<file path="src/rtl/mvm_job_sequencer.sv">
// Sequences one complete matrix-vector job on the 8x8 MAC array: clear, fetch B and eight
// A columns from word memory, fill the array FIFOs, wait for done, then stream the results.
module mvm_job_sequencer #(
    parameter int unsigned DATA_WIDTH  = 8,
    parameter int unsigned ADDR_W      = 16,
    parameter int unsigned TIMEOUT_CYC = 64
) (
    input  logic                             clk,
    input  logic                             rst_n,
    input  logic                             start,
    input  logic [ADDR_W-1:0]                base_addr,
    output logic                             busy,
    output logic                             job_done,
    output logic                             err,
    output logic                             mem_req,
    output logic [ADDR_W-1:0]                mem_addr,
    input  logic                             mem_gnt,
    input  logic                             mem_rvalid,
    input  logic [8*DATA_WIDTH-1:0]          mem_rdata,
    output logic                             mvm_Clr,
    output logic                             mvm_a_wren,
    output logic                             mvm_b_wren,
    output logic [7:0][DATA_WIDTH-1:0]       mvm_a_fifo_in,
    output logic [DATA_WIDTH-1:0]            mvm_b_fifo_in,
    input  logic                             mvm_done,
    input  logic [7:0][3*DATA_WIDTH-1:0]     mvm_out,
    output logic                             res_valid,
    input  logic                             res_ready,
    output logic [3*DATA_WIDTH-1:0]          res_data,
    output logic [2:0]                       res_idx,
    output logic                             res_last
);

    localparam int unsigned ResW = 3 * DATA_WIDTH;
    localparam int unsigned CntW = $clog2(TIMEOUT_CYC + 1);

    typedef enum logic [2:0] {
        StIdle,
        StClear,
        StFetchB,
        StFetchA,
        StWaitDone,
        StCapture,
        StDrain
    } state_e;

    state_e                       state_q, state_d;
    logic [ADDR_W-1:0]            base_q, base_d;
    logic [ADDR_W-1:0]            addr_q, addr_d;
    logic                         req_q, req_d;
    logic                         pend_q, pend_d;
    logic                         err_q, err_d;
    logic [2:0]                   k_q, k_d;
    logic                         last_wr_q, last_wr_d;
    logic [7:0][DATA_WIDTH-1:0]   b_q, b_d;
    logic [7:0][DATA_WIDTH-1:0]   a_data_q, a_data_d;
    logic [DATA_WIDTH-1:0]        b_data_q, b_data_d;
    logic                         wren_q, wren_d;
    logic                         done_dly_q;
    logic [CntW-1:0]              wait_q, wait_d;
    logic [7:0][ResW-1:0]         res_q, res_d;
    logic [2:0]                   idx_q, idx_d;
    logic                         job_done_q, job_done_d;
    logic [7:0][DATA_WIDTH-1:0]   rword;
    logic                         done_rise;

    assign rword     = mem_rdata;
    // A done level carried over from the previous job never looks like a rise.
    assign done_rise = mvm_done & ~done_dly_q;

    always_comb begin
        state_d    = state_q;
        base_d     = base_q;
        addr_d     = addr_q;
        req_d      = req_q;
        pend_d     = pend_q;
        err_d      = err_q;
        k_d        = k_q;
        last_wr_d  = last_wr_q;
        b_d        = b_q;
        a_data_d   = a_data_q;
        b_data_d   = b_data_q;
        wren_d     = 1'b0;
        wait_d     = wait_q;
        res_d      = res_q;
        idx_d      = idx_q;
        job_done_d = 1'b0;

        if (req_q && mem_gnt) begin
            req_d  = 1'b0;
            pend_d = 1'b1;
        end

        case (state_q)
            StIdle: begin
                if (start) begin
                    base_d  = base_addr;
                    err_d   = 1'b0;
                    state_d = StClear;
                end
            end
            StClear: begin
                req_d   = 1'b1;
                addr_d  = base_q;
                state_d = StFetchB;
            end
            StFetchB: begin
                if (pend_q && mem_rvalid) begin
                    b_d     = rword;
                    pend_d  = 1'b0;
                    k_d     = 3'd0;
                    req_d   = 1'b1;
                    addr_d  = base_q + ADDR_W'(1);
                    state_d = StFetchA;
                end
            end
            StFetchA: begin
                if (pend_q && mem_rvalid) begin
                    pend_d   = 1'b0;
                    wren_d   = 1'b1;
                    a_data_d = rword;
                    b_data_d = b_q[k_q];
                    if (k_q == 3'd7) begin
                        last_wr_d = 1'b1;
                    end else begin
                        // Next column request overlaps the FIFO write of this one.
                        k_d    = k_q + 3'd1;
                        req_d  = 1'b1;
                        addr_d = addr_q + ADDR_W'(1);
                    end
                end
                if (last_wr_q) begin
                    last_wr_d = 1'b0;
                    wait_d    = '0;
                    state_d   = StWaitDone;
                end
            end
            StWaitDone: begin
                if (done_rise) begin
                    state_d = StCapture;
                end else if (wait_q == CntW'(TIMEOUT_CYC - 1)) begin
                    err_d   = 1'b1;
                    state_d = StIdle;
                end else begin
                    wait_d = wait_q + CntW'(1);
                end
            end
            StCapture: begin
                res_d   = mvm_out;
                idx_d   = 3'd0;
                state_d = StDrain;
            end
            StDrain: begin
                if (res_ready) begin
                    if (idx_q == 3'd7) begin
                        job_done_d = 1'b1;
                        state_d    = StIdle;
                    end else begin
                        idx_d = idx_q + 3'd1;
                    end
                end
            end
            default: state_d = StIdle;
        endcase
    end

    always_ff @(posedge clk or negedge rst_n) begin
        if (!rst_n) begin
            state_q    <= StIdle;
            base_q     <= '0;
            addr_q     <= '0;
            req_q      <= 1'b0;
            pend_q     <= 1'b0;
            err_q      <= 1'b0;
            k_q        <= '0;
            last_wr_q  <= 1'b0;
            b_q        <= '0;
            a_data_q   <= '0;
            b_data_q   <= '0;
            wren_q     <= 1'b0;
            done_dly_q <= 1'b0;
            wait_q     <= '0;
            res_q      <= '0;
            idx_q      <= '0;
            job_done_q <= 1'b0;
        end else begin
            state_q    <= state_d;
            base_q     <= base_d;
            addr_q     <= addr_d;
            req_q      <= req_d;
            pend_q     <= pend_d;
            err_q      <= err_d;
            k_q        <= k_d;
            last_wr_q  <= last_wr_d;
            b_q        <= b_d;
            a_data_q   <= a_data_d;
            b_data_q   <= b_data_d;
            wren_q     <= wren_d;
            done_dly_q <= mvm_done;
            wait_q     <= wait_d;
            res_q      <= res_d;
            idx_q      <= idx_d;
            job_done_q <= job_done_d;
        end
    end

    assign busy          = (state_q != StIdle);
    assign job_done      = job_done_q;
    assign err           = err_q;
    assign mem_req       = req_q;
    assign mem_addr      = addr_q;
    assign mvm_Clr       = (state_q == StClear);
    assign mvm_a_wren    = wren_q;
    assign mvm_b_wren    = wren_q;
    assign mvm_a_fifo_in = a_data_q;
    assign mvm_b_fifo_in = b_data_q;
    assign res_valid     = (state_q == StDrain);
    assign res_data      = res_q[idx_q];
    assign res_idx       = idx_q;
    assign res_last      = res_valid && (idx_q == 3'd7);

endmodule
</file>
<file path="config.mk">
export PLATFORM = sky130hd
export DESIGN_NAME = mvm_job_sequencer
export DESIGN_NICKNAME = d
export VERILOG_FILES = /design/src/rtl/mvm_job_sequencer.sv
export SDC_FILE = /design/constraint.sdc
export NUM_CORES = 1
export LEC_CHECK = 0
export ABC_CLOCK_PERIOD_IN_PS = 2400
export CAP_MARGIN = 0
export CELL_PAD_IN_SITES_DETAIL_PLACEMENT = 0
export CELL_PAD_IN_SITES_GLOBAL_PLACEMENT = 2
export CORE_MARGIN = 1
export CORE_UTILIZATION = 31
export DETAILED_ROUTE_END_ITERATION = 12
export GPL_ROUTABILITY_DRIVEN = 0
export PLACE_DENSITY_LB_ADDON = 0.1
export RECOVER_POWER = 100
export REMOVE_ABC_BUFFERS = 1
export SLEW_MARGIN = 25
export SYNTH_ARGS = -nofsm -noshare
export SYNTH_HDL_FRONTEND = slang
export SYNTH_SLANG_ARGS = --single-unit
</file>
<file path="constraint.sdc">
create_clock -name clk -period 2.4 [get_ports clk]
set_input_delay 0.6 -clock clk [delete_from_list [all_inputs] [get_ports clk]]
set_output_delay 0.6 -clock clk [all_outputs]
set_load 0.05 [all_outputs]
</file>
== Word-level counts from Yosys, hierarchy flattened ==
Cells that the tools add are included.
Operators by class
  eq/ne operators: 21
  $lt $le $gt $ge: 2
  bitwise operators: 2
  reduce and logical (&&, ||, !) cells: 20
  mux-type cells: 47
  add/subtract/negate cells: 5
Operators by type and width (count)
  24-bit binary-select mux with 3-bit select: 1
  16-bit 2-to-1 mux: 3
  16-bit case mux with 3 select lines: 1
  3-bit 2-to-1 mux: 12
  16-bit by 1-bit adder with 16-bit output, second input constant: 2
  8-bit binary-select mux with 3-bit select: 1
  24-bit 2-to-1 mux: 1
  7-bit 2-to-1 mux: 3
  3-bit case mux with 7 select lines: 1
  1-bit 2-to-1 mux: 18
  2-bit inequality test, second input constant: 9
  4-bit AND reduction: 4
  3-bit == test, second input constant: 5
  7-bit case mux with 2 select lines: 1
  3-bit case mux with 2 select lines: 2
  3-bit by 4-bit less-than comparator with 1-bit output, second input constant: 2
  8-bit 2-to-1 mux: 1
  2-bit nonzero test: 4
  7-bit by 1-bit adder with 7-bit output, second input constant: 1
  7-bit by 6-bit == test with 1-bit output, second input constant: 1
  3-bit by 1-bit adder with 3-bit output, second input constant: 2
  3-bit by 2-bit == test with 1-bit output, second input constant: 2
  2-bit AND reduction: 3
  6-bit AND reduction: 1
  other kinds (12): 16
Storage, ports and cells
  flip-flop bits (word level): 383
  output and inout bits: 124

== Logic depth before layout (Yosys ltp) ==
Gate-level depths: netlist of run 1.
  word-level depth: 5
  gate-level depth with buffers: 14
  gate-level depth less buffers: 10

== Worst setup path after synthesis of run 1 ==
OpenSTA, ideal clock, no wires.
  kind: flip-flop to output port
  start point: reg idx_q[0] (netlist: res_idx[0])
  end point: out res_data[0]
  data arrival time: 2033 ps
  stages on the path, launching flop included: 5
  setup slack: -233 ps
  buffers on the path: 2
  cells stage by stage: dfrtp_1 -> clkbuf_1 -> buf_2 -> mux4_2 -> mux2_2
Between the ends
  longest elaborated chain between the ends: 2
Ends and longest elaborated chain
  start: declaration: RTL line 62  | logic [2:0] idx_q, idx_d;
  start signal: assignment: RTL line 202  | idx_q <= idx_d;
  24-bit binary-select mux with 3-bit select: RTL line 218  | assign res_data = res_q[idx_q];
  24-bit 2-to-1 mux (implied by the code): RTL line 218
  end: declaration: RTL line 29  | output logic [3*DATA_WIDTH-1:0] res_data,
Every way passes these cells. The select of a mux whose other input is x is not followed.

== Worst setup path after layout of run 1 ==
  start point: reg idx_q[0] (netlist: res_idx[0])
  end point: out res_data[6]
The elaborated chain is that of the path after synthesis.

==> flow_summary_export.csv, run 1 <==
group,metric,value,unit
setup_path,required,1.80,ns
detailed_routing,drt-wirelength-per-cell,21.0,microns
setup_path,crit_family,"multiplexers",
timing,slew_headroom,0.139,
placement,dp_hpwl,37400,microns
setup_path,cpMostUsedCell,"buf_12",
setup_path,path_cells,"buf_12, mux4_2, mux2_4, buf_12",
setup_path,crit_fanout,14,
timing,finalHoldViolations,0,
setup_path,setup.worst_path.class,"register to primary output",
setup_path,start_kind,"register",
hold_path,hold_path.class,"register to register",
global_route,overflow,0,
timing,maxSlewViolCount,0,
synthesis,ys_seq_elements,383,
synthesis,synth-edff-count,0,
setup_path,r2r-end,"res_q[127]",
detailed_routing,wl,52000,microns
detailed_routing,via_per_inst,4.82,
hold_path,hold_end,"mvm_b_fifo_in[1]",
global_route,grt_pass1_vias,13000,
floorplan,initial_core_util,0.316,
detailed_routing,drc,0,
global_route,grt_first_pass_wirelength,79500,microns
floorplan,dieHeight,240,microns
global_route,grt_usage,0.183,
setup_path,cp_slowest_cell,"mux4_2",
run,drv_cap,0,
setup_path,arrival,2.27,ns
detailed_routing,drt-pass1-iter-count,4,
power,max-vdd-ir-drop,1.19,mV
synthesis,syn_area,17600,sq um
synthesis,ys_warn_count,0,
run_status,outcome,"finished with violations",
setup_path,path_buf_inv,2,
timing,max_freq,349,MHz
power,power.leakage,10.4,nW
clock_network,clk-insertion-delay-late,0.59,ns
synthesis,yosysTopAreaCellShare,0.546,
synthesis,yosysSeqAreaShare,0.546,
synthesis,synth_ff_type,"dfrtp_1",
power,pwr_density_cell,1500,nW/um^2
detailed_routing,detail-route-antenna-nets,0,
synthesis,syn_area_per_cell,14.4,sq um
timing,setup_viol,233,
placement,post-place-ws,0.0183,ns
synthesis,synth_area_leaders,"dfrtp_1, mux2_2, mux4_2",
setup_path,reg2reg_slack,-0.37,ns
final_layout,multi_input_area,7680,sq um
timing,tns,-59.14,ns
final_layout,fillers,5225,
clock_network,cts_max_path_buffers,3,
timing,rsz0062_at_grt,"yes",
synthesis,netlist_instances,1222,
placement,port_buffers,402,
setup_path,critical_path_depth,4,
clock_network,clk_pin_slew,0.06,ns
power,p_total,37.1,mW
final_layout,num-nets-final,1963,
clock_network,cts_max_level,2,
run_status,failed_checks,"setup timing",
hold_path,hold_path.startpoint,"mvm_b_fifo_in[1]",
final_layout,drive_above_1_share,0.379,
synthesis,yosys.area.top_type,"dfrtp_1",
detailed_routing,via_count,11900,
global_route,antenna_found_initial,16,
timing,period_share,1.19,
final_layout,syn2layout_area_growth,41.2,%
hold_path,whs_path_depth,2,
timing,fin_worst_skew,0.0111,ns
final_layout,final_cell_mix,"dfrtp_1, mux2_2, clkdlybuf4s50_1",
setup_path,end_kind,"primary output",
setup_path,r2r-start,"state_q[0]",
floorplan,core_area,55500,sq um
synthesis,async_reset_ff_frac,1.00,
timing,worstMarginPinSlew,1.29,ns
timing,hold_slack,0.482,ns
setup_path,max_stage_delay,0.53,ns
floorplan,die_area,57600,sq um
global_route,grt_max_degree,94,
floorplan,row_count,86,
final_layout,regArea,9590,sq um
detailed_routing,drt_iter0_drc,369,
final_layout,layout.cells.most_common,"dfrtp_1",
clock_network,cts_buffers,47,
timing,period_minus_slack,2.87,ns
timing,worst_slack,-0.466,ns
floorplan,ioPinCount,403,
floorplan,die_width,240,microns
synthesis,synth.distinct_cells,67,
clock_network,cts_tree,"yes",
setup_path,worstRegToRegCells,6,
clock_network,clock_tree.root_cell,"clkbuf_16",
clock_network,cts_sinks,383,
-- how the worst max path moves through the flow --
stage / startpoint / to / slack [ns]
floorplan: state_q[0] / res_idx[0] / -4.12
CTS: res_idx[0] / res_data[14] / -0.53
finish: res_idx[0] / res_data[6] / -0.47
global placement: mem_rvalid / mem_addr[6] / 0.04
detailed placement: mem_rvalid / mem_addr[6] / 0.02
global route: res_idx[0] / res_data[6] / -0.57
-- sequential cells by signal, indices dropped and copies added (netlist names), 7 cells and up --
name	flops
mem_addr	16
mvm_a_fifo_in	64
wait_q	7
res_q	192
mvm_b_fifo_in	8
base_q	16
b_q	64
-- cell type report --
| type | count | share of cell area |
|---|---|---|
| flip-flops and latches | 383 | 0.387 |
| clock inverters | 19 | 0.0108 |
| repair buffers | 490 | 0.197 |
| diodes | 7 | 0.000707 |
| well taps | 748 | 0.0378 |
| clock buffers | 68 | 0.0555 |
| multi-input cells | 748 | 0.310 |
| inverters | 8 | 0.00126 |
-- timing repair --
| item | CTS | global route |
|---|---|---|
| hold buffers | 1 | 0 |
| pin swaps | 0 | 2 |
| endpoints found under the hold margin | 33 | 0 |
| endpoints found under the setup margin | 84 | 49 |
| gates resized for setup | 91 | 37 |
| setup buffers | 10 | 0 |
-- kinds of logic after synthesis --
| logic type | Yosys count | synth area share |
|---|---|---|
| xor+xnor | 4 | 0.00200 |
| mux | 445 | 0.326 |
| buf+inv | 91 | 0.0264 |
| flops | 383 | 0.546 |
| compound gates | 114 | 0.0447 |
| fa+ha+maj | 6 | 0.00428 |
| simple gates | 179 | 0.0505 |
-- synth_stat cells (3+ instances only) --
cell type	number
a31oi_1	15
o21ai_0	29
buf_2	37
and3_1	12
nor3_1	8
nand3_1	20
buf_6	9
nor2_1	38
ha_1	6
mux2_2	359
nand4_1	5
a21oi_1	22
mux2i_1	19
dfrtp_1	383
nor2b_1	3
clkbuf_1	33
a211oi_1	5
and2_1	5
o311a_1	3
o32ai_1	5
o22a_1	3
nand3b_1	3
nor3b_1	3
xor2_1	4
inv_1	8
o221a_2	3
mux4_2	64
nand2b_1	5
nand2_1	63
-- report_power, final --
group	internal [mW]	switching, mW
logic	8.86	9.24
registers	9.66	1.89
clock network	4.54	2.93
total	23.1	14.1
-- per-layer routing --
layer  track usage  part of all wire  vias up
li1              -                 -     5445
met1         0.233              0.42     6103
met2         0.301              0.50      262
met3        0.0507             0.061       79
met4        0.0558             0.019       20
met5             0            0.0024        -
-- worst min-delay path, stage by stage, from the launching register on --
cell and delay (ns):
dfrtp_1 0.33, nand2_1 0.05, o21ai_0 0.06
-- metrics by stage --
stage | std cells | utilization | area, sq um
2_1_floorplan | 1139 | - | 17100
5_1_grt | 2470 | 0.446 | 24800
4_1_cts | 2464 | 0.450 | 25000
6_report | 2471 | 0.446 | 24800
3_5_place_dp | 2366 | 0.417 | 23200
3_3_place_gp | 2366 | 0.417 | 23200
Note: power is estimated with default switching activity, not from simulation.
==> run 2: changes to the inputs <==
--- a/config.mk
+++ b/config.mk
@@ -9,7 +9,7 @@
 export CAP_MARGIN = 0
 export CELL_PAD_IN_SITES_DETAIL_PLACEMENT = 0
 export CELL_PAD_IN_SITES_GLOBAL_PLACEMENT = 2
-export CORE_MARGIN = 1
+export CORE_MARGIN = 2
 export CORE_UTILIZATION = 31
 export DETAILED_ROUTE_END_ITERATION = 12
 export GPL_ROUTABILITY_DRIVEN = 0
==> run 2 against run 1 <==
Against the previous run:
- critical path type unchanged
- the flow finishes with violations (capacitance limit, slew limit, setup timing)
- die area grew 1.7%
- core utilization shrank 0.68 points
- via count shrank 0.21%
- hold slack lost 0.0049 ns
- clock skew shrank 0.0021 ns
- highest routed layer unchanged
- global-route usage shrank 0.65 points
- largest power group unchanged
- non-clock buffer count grew 7
- cell count is essentially flat
- critical path depth is the same
- fmax shrank 0.25%
==> flow_summary_export.csv, run 2 (synthesized netlist as in run 1, its figures left out) <==
group,metric,value,unit
timing,worstMarginPinSlew,1.87,ns
global_route,grt_pass1_vias,12900,
detailed_routing,detail-route-antenna-nets,0,
setup_path,end_kind,"primary output",
timing,setup_viol,225,
global_route,grt_usage,0.176,
final_layout,instances_no_fill,2473,
final_layout,num-nets-final,1969,
placement,dp_cells,2377,
global_route,overflow,0,
detailed_routing,via_count,11900,
timing,finalHoldViolations,0,
power,pwr_density_cell,1470,nW/um^2
power,p_total,36.4,mW
setup_path,start_kind,"register",
clock_network,clk-insertion-delay-late,0.58,ns
timing,rsz0062_at_grt,"yes",
final_layout,final_cell_mix,"dfrtp_1, mux2_2, clkdlybuf4s50_1",
global_route,antenna_found_initial,6,
global_route,grt_first_pass_wirelength,79600,microns
placement,placed_cell_area,23200,sq um
setup_path,arrival,2.27,ns
floorplan,die_area,58500,sq um
global_route,grt_max_degree,106,
clock_network,cts_max_level,2,
clock_network,cts_sinks,383,
detailed_routing,drt-pass1-iter-count,5,
clock_network,cts_max_path_buffers,3,
detailed_routing,via_per_inst,4.81,
timing,period_share,1.20,
timing,fin_worst_skew,0.00900,ns
timing,period_minus_slack,2.87,ns
final_layout,design_area,24700,sq um
final_layout,largest_register_ffs,192,
timing,max_freq,348,MHz
setup_path,setup.worst_path.class,"register to primary output",
timing,hold_slack,0.477,ns
run_status,outcome,"finished with violations",
detailed_routing,drt-wirelength-per-cell,20.9,microns
detailed_routing,wl,51600,microns
timing,worst_slack,-0.473,ns
final_layout,fillers,5267,
final_layout,syn2layout_area_growth,40.7,%
power,power.leakage,10.3,nW
run,drv_cap,1,
run_status,failed_checks,"capacitance limit, slew limit, setup timing",
detailed_routing,drt_iter0_drc,521,
setup_path,crit_fanout,6,
placement,port_buffers,402,
timing,slew_headroom,-0.248,
clock_network,cts_tree,"yes",
floorplan,initial_core_util,0.312,
final_layout,layout.cells.most_common,"dfrtp_1",
placement,dp_hpwl,37100,microns
placement,post-place-ws,-0.0190,ns
clock_network,clk_pin_slew,0.06,ns
clock_network,clock_tree.root_cell,"clkbuf_16",
timing,tns,-50.16,ns
clock_network,cts_buffers,46,
final_layout,drive_above_1_share,0.372,
final_layout,final_util,0.440,
floorplan,row_count,87,
floorplan,dieHeight,242,microns
setup_path,required,1.80,ns
floorplan,die_width,242,microns
floorplan,core_area,56200,sq um
power,max-vdd-ir-drop,0.830,mV
timing,maxSlewViolCount,54,
detailed_routing,drc,0,
floorplan,ioPinCount,403,
hold_path,hold_path.class,"register to register",
final_layout,top_register,"res_q",
[run 2: cell count changes in the layout (fill, tap and decap cells not counted), sizes merged]
cell and delta:
bufbuf +1, diode -6, bufinv -4, dlygate4sd2 -12, clkbuf -7, buf +13
clkdlybuf4s50 +17, clkinvlp -1, clkinv -6, clkdlybuf4s25 -1
[run 2: area by class of cell]
class | instances | area, sq um | area share
clock inverters | 8 | 83.8 | 0.00339
diodes | 1 | 2.50 | 0.000101
clock buffers | 72 | 1350 | 0.0547
flip-flops and latches | 383 | 9590 | 0.388
inverters | 8 | 33.8 | 0.00137
repair buffers | 497 | 5050 | 0.204
well taps | 756 | 946 | 0.0383
multi-input cells | 748 | 7640 | 0.309
[run 2: metal layers]
metal	GRT usage	vias up	routed length [microns]
met5	0	-	60
met4	0.0481	10	1020
met3	0.0436	77	2770
met2	0.296	274	25700
met1	0.226	6075	22000
li1	-	5448	-
[run 2: what timing repair did]
| action | in CTS | in global routing |
|---|---|---|
| hold buffers | 1 | 0 |
| setup endpoints to repair | 73 | 42 |
| endpoints found under the hold margin | 18 | 0 |
| pin swaps | 1 | 4 |
| gates resized for setup | 73 | 25 |
| buffers inserted | 9 | 4 |
| gates cloned | 1 | 0 |
[run 2: where the power goes]
group	total, mW	switching, mW	internal [mW]	leakage [nW]
Combinational	18.1	9.19	8.90	5.06
Sequential	11.5	1.86	9.66	4.53
Clock	6.75	2.80	3.96	0.705
[run 2: worst paths after layout]
| path | start | end | slack [ns] | depth (start not counted) |
|---|---|---|---|---|
| max | res_idx[0] | res_data[12] | -0.47 | 4 |
| min | mvm_b_fifo_in[7] | mvm_b_fifo_in[7] | 0.48 | 2 |
| max reg2reg | state_q[0] | res_q[118] | -0.31 | 7 |
| min reg2reg | mvm_b_fifo_in[7] | mvm_b_fifo_in[7] | 0.48 | 2 |
| max in group asynchronous | rst_n | res_idx[0] | 0.01 | 2 |
| min in group asynchronous | rst_n | mem_addr[3] | 1.06 | 2 |
[run 2: critical path: stages, from the launching register on]
cell	delay [ns]
dfrtp_4	0.49
buf_4	0.21
mux4_2	0.53
mux2_2	0.31
buf_12	0.15
